`src/rtl/rtc_scan_display.sv`:
```
// Real-time clock (hh:mm:ss) with a multiplexed six-digit seven-segment display.
// Define RTC_TIME_SET_EN to add the set_load / set_hours / set_minutes time-load port.
module rtc_scan_display #(
  parameter int CLK_HZ         = 50000000,
  parameter int SCAN_DIV       = 8192,
  parameter bit SEG_ACTIVE_LOW = 1'b1
) (
  input  logic       clk,
  input  logic       rst,
  input  logic       run_toggle,
  input  logic       clear,
  input  logic       mode_12h,
`ifdef RTC_TIME_SET_EN
  input  logic       set_load,
  input  logic [4:0] set_hours,
  input  logic [5:0] set_minutes,
`endif
  output logic [7:0] seg,
  output logic [5:0] digit_sel,
  output logic       tick_1hz,
  output logic       running
);

  localparam int PW = $clog2(CLK_HZ);
  localparam int SW = $clog2(SCAN_DIV);
  localparam logic [PW-1:0] PRESC_MAX  = PW'(CLK_HZ - 1);
  localparam logic [PW-1:0] PRESC_HALF = PW'(CLK_HZ / 2);
  localparam logic [SW-1:0] SCAN_MAX   = SW'(SCAN_DIV - 1);

  logic [PW-1:0] presc;
  logic [5:0]    sec, min;
  logic [4:0]    hr;
  logic [SW-1:0] scan;
  logic [2:0]    dig;
  logic [4:0]    hr_disp;
  logic [3:0]    digit;
  logic          blank, dp, colon;
  logic [7:0]    seg_raw;

  function automatic logic [6:0] glyph(input logic [3:0] d);
    case (d)
      4'd0:    glyph = 7'h3F;
      4'd1:    glyph = 7'h06;
      4'd2:    glyph = 7'h5B;
      4'd3:    glyph = 7'h4F;
      4'd4:    glyph = 7'h66;
      4'd5:    glyph = 7'h6D;
      4'd6:    glyph = 7'h7D;
      4'd7:    glyph = 7'h07;
      4'd8:    glyph = 7'h7F;
      4'd9:    glyph = 7'h6F;
      default: glyph = 7'h00;
    endcase
  endfunction

  function automatic logic [7:0] pol_seg(input logic [7:0] s);
    return SEG_ACTIVE_LOW ? ~s : s;
  endfunction

  function automatic logic [5:0] pol_sel(input logic [5:0] s);
    return SEG_ACTIVE_LOW ? ~s : s;
  endfunction

`ifdef RTC_TIME_SET_EN
  logic set_ok;
  assign set_ok = set_load && (set_hours <= 5'd23) && (set_minutes <= 6'd59);
`endif

  // Timekeeping stage: prescaler, h:m:s counters, run state, tick pulse
  always_ff @(posedge clk or negedge rst) begin
    if (!rst) begin
      presc    <= '0;
      sec      <= '0;
      min      <= '0;
      hr       <= '0;
      running  <= 1'b0;
      tick_1hz <= 1'b0;
    end else begin
      tick_1hz <= 1'b0;
      if (run_toggle) running <= ~running;
      if (clear) begin
        presc <= '0;
        sec   <= '0;
        min   <= '0;
        hr    <= '0;
      end
`ifdef RTC_TIME_SET_EN
      else if (set_ok) begin
        presc <= '0;
        sec   <= '0;
        min   <= set_minutes;
        hr    <= set_hours;
      end
`endif
      else if (running) begin
        if (presc == PRESC_MAX) begin
          presc    <= '0;
          tick_1hz <= 1'b1;
          if (sec == 6'd59) begin
            sec <= '0;
            if (min == 6'd59) begin
              min <= '0;
              hr  <= (hr == 5'd23) ? 5'd0 : hr + 5'd1;
            end else begin
              min <= min + 6'd1;
            end
          end else begin
            sec <= sec + 6'd1;
          end
        end else begin
          presc <= presc + PW'(1);
        end
      end
    end
  end

  // Colon stays lit whenever the clock is stopped so a frozen display is obvious
  assign colon = !running || (presc < PRESC_HALF);

  always_comb begin
    hr_disp = hr;
    if (mode_12h) begin
      if (hr == 5'd0)       hr_disp = 5'd12;
      else if (hr > 5'd12)  hr_disp = hr - 5'd12;
    end
    digit = '0;
    blank = 1'b0;
    dp    = 1'b0;
    case (dig)
      3'd0: begin digit = 4'(sec % 6'd10); dp = mode_12h && (hr >= 5'd12); end
      3'd1: digit = 4'(sec / 6'd10);
      3'd2: begin digit = 4'(min % 6'd10); dp = colon; end
      3'd3: digit = 4'(min / 6'd10);
      3'd4: begin digit = 4'(hr_disp % 5'd10); dp = colon; end
      3'd5: begin digit = 4'(hr_disp / 5'd10); blank = mode_12h && (hr_disp < 5'd10); end
      default: blank = 1'b1;
    endcase
    seg_raw = {dp, blank ? 7'h00 : glyph(digit)};
  end

  // Scan stage: digit index and registered outputs share one edge so segments never lag the select
  always_ff @(posedge clk or negedge rst) begin
    if (!rst) begin
      scan      <= '0;
      dig       <= '0;
      seg       <= pol_seg(8'h00);
      digit_sel <= pol_sel(6'h00);
    end else begin
      if (scan == SCAN_MAX) begin
        scan <= '0;
        dig  <= (dig == 3'd5) ? 3'd0 : dig + 3'd1;
      end else begin
        scan <= scan + SW'(1);
      end
      seg       <= pol_seg(seg_raw);
      digit_sel <= pol_sel(6'b000001 << dig);
    end
  end

endmodule

```
`config.mk`:
```
export PLATFORM = sky130hd
export DESIGN_NAME = rtc_scan_display
export DESIGN_NICKNAME = d
export VERILOG_FILES = /design/src/rtl/rtc_scan_display.sv
export SDC_FILE = /design/constraint.sdc
export NUM_CORES = 1
export LEC_CHECK = 0
export ABC_AREA = 1
export BUFFER_PORTS_ARGS = -buffer_cell sky130_fd_sc_hd__buf_2
export CORE_MARGIN = 2
export CORE_UTILIZATION = 44
export CTS_CLUSTER_SIZE = 10
export DETAILED_ROUTE_END_ITERATION = 8
export PLACE_DENSITY = 0.66
export SYNTH_ARGS = -nofsm -noshare
export SYNTH_HDL_FRONTEND = slang
export SYNTH_SLANG_ARGS = --single-unit
```
`constraint.sdc`:
```
create_clock -name clk -period 3.7 [get_ports clk]
set_clock_uncertainty 0.1 [all_clocks]
set_input_delay 0.37 -clock clk [delete_from_list [all_inputs] [get_ports clk]]
set_output_delay 0.37 -clock clk [all_outputs]
set_load 0.03 [all_outputs]
```
=== After elaboration in Yosys (flattened, before gate mapping) ===
Memories as Yosys holds them, arrays and structs flattened.
Cells that the tools add are included.

* Bits of input ports: 5
* Memories: 1
* Bits in writable memories: 0
* ROM bits: 112
* Register bits: 75
* Latch bits: 0

{| class="wikitable"
|+ Memory list
! name !! words !! width !! read ports !! clocked after Yosys merged registers in !! wr ports !! RTL line !! RTL
|-
| (no name shown) || 16 || 7 || 1 || 0 || 0 || 41 || <nowiki>case (d)</nowiki>
|}

* Multiply operators: 0
* Div/mod/pow operators: 6
* Reductions and logical operators: 15
* Eq/ne operators: 10
* $lt $le $gt $ge: 4
* Multiplexer cells: 30
* Add/subtract/negate cells: 7
* Shifts and indexed selects: 1
* Bitwise logic cells: 3

{| class="wikitable"
|+ Operators with widths
! kind !! number
|-
| two-way mux 26 bit || 3
|-
| two-way mux 6 bit || 9
|-
| two-way mux 5 bit || 9
|-
| adder 26 x 1 -> 26 bit (second input constant) || 1
|-
| equality test 26 bit (second input constant) || 1
|-
| less-than comparator 26 x 25 -> 1 bit (second input constant) || 1
|-
| one-hot mux 4 bit (6 select lines) || 1
|-
| adder 13 x 1 -> 13 bit (second input constant) || 1
|-
| equality test 13 bit (second input constant) || 1
|-
| two-way mux 13 bit || 1
|-
| adder 6 x 1 -> 6 bit (second input constant) || 2
|-
| divider 6 x 4 -> 6 bit (second input constant) || 2
|-
| equality test 6 bit (second input constant) || 2
|-
| remainder unit 6 x 4 -> 6 bit (second input constant) || 2
|-
| inverter 8 bit || 1
|-
| nonzero test 2 bit || 4
|-
| two-way mux 7 bit || 1
|-
| equality test 3 x 2 -> 1 bit (second input constant) || 2
|-
| equality test 3 bit (second input constant) || 2
|-
| inverter 6 bit || 1
|-
| left shift 1 x 3 -> 6 bit (first input constant) || 1
|-
| adder 5 x 1 -> 5 bit (second input constant) || 1
|-
| divider 5 x 4 -> 5 bit (second input constant) || 1
|-
| equality test 5 bit (second input constant) || 1
|-
| other kinds (21) || 25
|}

=== Depth between registers and ports, before layout ===
* Word-level depth: 9
* Gate-level depth with buffers: 28
* Depth with buffers taken out: 28

=== Worst setup path after synthesis ===
No wires, ideal clock.

* Path kind: register -> register
* Start point: register hr[2]
* End point: register seg[0]
* Clock period less this slack: 3.132 ns
* Arrival time: 2.938 ns
* Cell stages (with the launch flop): 28
* Buffers on the path: 0
* Slack: 0.568 ns
* Required time: 3.506 ns
* Library setup time: 0.094 ns
* Cell sequence: dfrtp_1 > inv_1 > ha_1 > nand2_1 > nor2_1 > nand2_1 > nand3_1 > nand2_2 > nand2_4 > nand2_2 > inv_2 > ha_1 > nor2_1 > a21oi_4 > nand2_4 > nand2_2 > nand2_2 > nand2_2 > inv_2 > nand2_4 > nand3_1 > nand3_1 > nand2_2 > inv_1 > ha_1 > nand3b_1 > nand3_1 > nand3_1

* Cells in the longest elaborated chain, start to end: 9

{| class="wikitable"
|+ RTL lines
! element !! RTL line !! RTL
|-
| from (decl) || 32 || <nowiki>logic [4:0] hr;</nowiki>
|-
| from (signal assigned) || 103 || <nowiki>hr <= (hr == 5'd23) ? 5'd0 : hr + 5'd1;</nowiki>
|-
| subtractor 5 x 4 -> 5 bit or greater-than comparator 5 x 4 -> 1 bit (tied branches) || 124 || <nowiki>else if (hr > 5'd12) hr_disp = hr - 5'd12;</nowiki>
|-
| two-way mux 5 bit || 124 ||
|-
| two-way mux 5 bit || 123 || <nowiki>if (hr == 5'd0) hr_disp = 5'd12;</nowiki>
|-
| two-way mux 5 bit (*) || 122 || <nowiki>if (mode_12h) begin</nowiki>
|-
| divider 5 x 4 -> 5 bit, or another cell as far along || 135 || <nowiki>3'd5: begin digit = 4'(hr_disp / 5'd10); blank = mode_12h && (hr_disp < 5'd10); end</nowiki>
|-
| one-hot mux 4 bit (6 select lines) or logical AND 1 bit (tied branches) || 129, 135 ||
|-
| memory (16 x 7 bit) or one-hot mux 1 bit (2 select lines) (tied branches) || n/a ||
|-
| two-way mux 7 bit (*) || 138 || <nowiki>seg_raw = {dp, blank ? 7'h00 : glyph(digit)};</nowiki>
|-
| inverter 8 bit (*) || 57 || <nowiki>return SEG_ACTIVE_LOW ? ~s : s;</nowiki>
|-
| to (signal assigned) || 146 || <nowiki>seg <= pol_seg(8'h00);</nowiki>
|-
| to (signal assigned) || 155 || <nowiki>seg <= pol_seg(seg_raw);</nowiki>
|-
| to (decl) || 18 || <nowiki>output logic [7:0] seg,</nowiki>
|}

Every way passes the cells marked *; elsewhere a longest branch is shown, timed or not.
A chain may end at the register's enable or synchronous reset.

=== Worst setup path after layout ===
* Start point: register dig[2]
* End point: register seg[3]

* Cells in the longest elaborated chain, start to end: 5

{| class="wikitable"
|+ RTL lines
! element !! RTL line !! RTL
|-
| from (decl) || 34 || <nowiki>logic [2:0] dig;</nowiki>
|-
| from (signal assigned) || 151 || <nowiki>dig <= (dig == 3'd5) ? 3'd0 : dig + 3'd1;</nowiki>
|-
| equality test 3 bit, or another cell as far along || 129 || <nowiki>case (dig)</nowiki>
|-
| one-hot mux 4 bit (6 select lines) or OR reduction 5 bit (tied branches) || n/a ||
|-
| memory (16 x 7 bit) or one-hot mux 1 bit (2 select lines) (tied branches) || n/a ||
|-
| two-way mux 7 bit (*) || 138 ||
|-
| inverter 8 bit (*) || 57 ||
|}

Marks and branches as above.

==> impl_metrics.py <==
metrics = {
    "status": {
        "status": "finished clean",
    },
    "synthesis": {
        "post_synth_top_area_share": 0.329,
        "synth-warning-count": 0,
        "synthXorXnorAreaFrac": 0.0226,
        "synth.most_common_cell": "sky130_fd_sc_hd__inv_1",
        "synth_adder_area_share": 0.0458,
        "synth_top_cells_by_count": "89 x sky130_fd_sc_hd__inv_1, 80 x sky130_fd_sc_hd__nand2_1, 61 x sky130_fd_sc_hd__dfrtp_1",
        "yosys-top-cells-area": "sky130_fd_sc_hd__dfrtp_1 33%, sky130_fd_sc_hd__dfstp_2 7.9%, sky130_fd_sc_hd__inv_1 7.2%, sky130_fd_sc_hd__nand2_1 6.5%, sky130_fd_sc_hd__ha_1 4.6%",
        "synth_simple_gate_area_share": 0.294,
        "synth_cells": 574,
        "seq_area_frac_synth": 0.408,
        "synth_top_family_by_area": "simple AND/OR/NAND/NOR gates",
        "yosys-mux-area-fraction": 0,
        "synth_top_cell_by_area": "sky130_fd_sc_hd__dfrtp_1",
        "count_of_flip_flops_with_a_built_in_enable_after_synthesis": 0,
        "synth_seq_cells": 75,
        "postSynth.asyncResetShare": 1.00,
        "syn_area_per_cell_um2": 8.09,
        "syn-num-nets": 596,
        "dominantRegCellSynth": "sky130_fd_sc_hd__dfrtp_1",
        "synth.cell_area_um2": 4640,
        "synth-compound-area-share": 0.139,
        "ys_types": 53,
    },
    "pwr": {
        "p_leak_nw": 2.27,
        "cellPowerDensity_nw_per_um2": 419,
        "comb_power_share": 0.232,
        "pint_w": 0.00141,
        "maximum_vdd_drop_mv": 0.185,
        "p_seq_frac": 0.469,
        "clkPwrFrac": 0.300,
        "net-switching-power_w": 0.000737,
        "power.switching_fraction": 0.343,
    },
    "global_route": {
        "grt_pass1_vias": 3874,
        "grt_max_degree": 76,
        "grt_pass1_wl_um": 17700,
        "grt_use_met1": 0.238,
        "globalRouteTotalUtil": 0.194,
        "grt_antenna_before_repair": 0,
        "globalRouteMet2Util": 0.327,
        "routing_layer_with_the_top_usage_in_global_route": "met2",
        "grt_use_met3": 0.0389,
        "grt_remaining_overflow": 0,
    },
    "sta": {
        "max_freq_mhz": 297,
        "hold_viol_final": 0,
        "min_period_ns": 3.36,
        "slew_worst_pin_ns": 0.933,
        "period_share": 0.909,
        "maxSlewViolCount": 0,
        "worst_slew_margin": 0.378,
        "grt_setup_unrepaired": "false",
        "tns_ns": 0,
        "hold_ws_ns": 0.0455,
        "final-setup-viol-count": 0,
    },
    "route": {
        "drt_drc_violations_left": 0,
        "initialDrtViolationCount": 238,
        "antenna_violating_nets_post_route": 0,
        "avgRoutedWirePerCell_um": 13.5,
        "route.final.wire_length_um": 10000,
        "drt_pre_antenna_iters": 5,
        "detail_route.vias_per_cell": 5.28,
        "vias": 3925,
    },
    "worst_setup_path": {
        "crit_fanout": 8,
        "r2r_slack_ns": 0.34,
        "endpoint_kind": "register",
        "crit_end": "seg[3]",
        "r2r_end": "seg[3]",
        "r2r_start": "dig[2]",
        "slowest_stage": "sky130_fd_sc_hd__dfrtp_1",
        "timing.critical_path.arrival_ns": 3.52,
        "critical-path-top-cell-by-count": "sky130_fd_sc_hd__o21ai_1",
        "setup.worst_path.start": "dig[2]",
        "cell_depth_of_the_worst_flop_to_flop_path": 22,
        "crit_path_cell_trace": "inv_2 -> ha_1 -> clkinvlp_4 -> nand2_4 -> o22ai_2 -> nor2_4 -> inv_1 -> o21ai_1 -> inv_2 -> nand2_1 -> o21ai_1 -> nor2_2 -> o22ai_2 -> nor2_1 -> nor2_1 -> o21ai_1 -> a21boi_0 -> ha_1 -> inv_1 -> nand2_1 -> nand3_1 -> nand3_1",
        "start_kind": "register",
        "worstSetupPathType": "reg2reg",
        "worstPathRequired_ns": 3.86,
        "timing.critical_path.slowest_cell_delay_ns": 0.45,
    },
    "clock_network": {
        "h-tree-depth": 3,
        "postCtsHoldBufs": 0,
        "clkTransAtPathRegs_ns": 0.09,
        "cts.sink_count": 75,
        "clk-insertion-delay-late_ns": 0.36,
        "cts_tree": "done",
        "cts_root_buf": "sky130_fd_sc_hd__clkbuf_8",
        "ctsLongestPathBuffers": 2,
        "cts_buffers": 9,
    },
    "die": {
        "floorplan.die.height_um": 107,
        "die-area_um2": 11400,
        "ioPinCount": 21,
        "floorplan.rows": 37,
        "coreArea_um2": 10300,
        "die-width_um": 107,
        "initial_core_utilization": 0.452,
    },
    "min_path": {
        "worst_hold_path_type": "in2async",
    },
    "job": {
        "count_of_max_cap_constraint_violations": 0,
    },
    "place": {
        "gp_congestion": 0.864,
        "placedCellCount": 727,
        "place.port_buffers": 20,
        "place.detailed.hpwl_um": 7480,
    },
    "final_layout": {
        "flow.area_growth_from_synthesis_pct": 10.5,
        "final_layout_size_suffix_gt1_frac": 0.208,
        "design.final.nets": 624,
        "number_of_antenna_diodes": 0,
        "finalNonFillerCells": 743,
    },
}
==> sequential cells by signal, summed over array words and instances, names as in the netlist <==
register	flops
min	6
sec	6
tick_1hz	1
seg	8
presc	26
running	1
dig	3
digit_sel	6
scan	13
hr	5
==> logic make-up after synthesis <==
group           Yosys count
flops                    75
xor+xnor                 12
simple gates            260
compound gates          101
fa+ha+maj                17
buf+inv                 109
==> critical path, delay by kind of cell (launching register included) <==
kind	cells	cell delay (ns)
flops	1	0.45
buf+inv	5	0.54
simple gates	9	0.84
fa+ha+maj	2	0.52
compound gates	6	0.83
==> cell type report <==
type | count | area (um^2)
fill | 1005 | 5140
multi-input combinational | 390 | 2360
sequential | 75 | 1900
inverter | 105 | 398
tap | 136 | 170
clock buffer | 11 | 141
timing repair buffer | 21 | 110
clock inverter | 5 | 52.6
==> routing by layer <==
| metal | part of all wire | vias up |
|---|---|---|
| li1 | - | 1981 |
| met1 | 0.45 | 1860 |
| met2 | 0.49 | 65 |
| met3 | 0.035 | 19 |
| met4 | 0.020 | 0 |
| met5 | 0 | - |
==> cell usage in the layout (no fill, tap or decap), types with 6 or more instances in the layout <==
| cell | netlist | layout |
|---|---|---|
| sky130_fd_sc_hd__a21oi_1 | 31 | 31 |
| sky130_fd_sc_hd__buf_2 | 1 | 19 |
| sky130_fd_sc_hd__clkbuf_8 | 0 | 10 |
| sky130_fd_sc_hd__dfrtp_1 | 61 | 59 |
| sky130_fd_sc_hd__dfstp_2 | 14 | 14 |
| sky130_fd_sc_hd__ha_1 | 17 | 15 |
| sky130_fd_sc_hd__inv_1 | 89 | 87 |
| sky130_fd_sc_hd__inv_2 | 15 | 17 |
| sky130_fd_sc_hd__nand2_1 | 80 | 79 |
| sky130_fd_sc_hd__nand2_2 | 11 | 12 |
| sky130_fd_sc_hd__nand2_4 | 9 | 9 |
| sky130_fd_sc_hd__nand3_1 | 38 | 37 |
| sky130_fd_sc_hd__nand3_2 | 6 | 7 |
| sky130_fd_sc_hd__nand4_1 | 16 | 16 |
| sky130_fd_sc_hd__nor2_1 | 50 | 49 |
| sky130_fd_sc_hd__nor2_4 | 6 | 6 |
| sky130_fd_sc_hd__nor3_1 | 23 | 23 |
| sky130_fd_sc_hd__nor4_1 | 9 | 9 |
| sky130_fd_sc_hd__o21ai_0 | 30 | 30 |
| sky130_fd_sc_hd__o22ai_1 | 7 | 6 |
| sky130_fd_sc_hd__xor2_1 | 10 | 10 |
==> what timing repair did <==
action                                  in CTS  in global routing
endpoints found under the hold margin        0                  0
buffers inserted                             0                  0
gates resized for setup                      0                 12
endpoints found under the setup margin       0                  7
==> power by group through the flow <==
stage / registers (W) / clock network [W] / logic [W]
after detailed placement: 0.00102 / 0 / 0.000478
after global placement: 0.00101 / 0 / 0.000469
final: 0.00101 / 0.000644 / 0.000497
after floorplan: 0.00104 / 0 / 0.000314
after CTS: 0.00100 / 0.000666 / 0.000480
after global routing: 0.00102 / 0.000694 / 0.000566
==> metrics by stage <==
stage	setup slack (ns)	area [um^2]	util	power (W)
6_report	0.338	5130	0.499	0.00215
5_1_grt	0.0200	5130	0.499	0.00228
4_1_cts	0.193	5090	0.496	0.00215
3_5_place_dp	0.229	4900	0.477	0.00150
3_3_place_gp	0.385	4900	0.477	0.00148
2_1_floorplan	0.568	4640	-	0.00136
==> worst min path at each step <==
stage,from,endpoint,cells past startpoint
after floorplan,rst,dig[0],0
after global placement,scan[0],scan[0],1
after detailed placement,scan[0],scan[0],1
after CTS,run_toggle,running,2
after global routing,run_toggle,running,2
final,rst,sec[5],1
(Power assumes the default switching activity.)
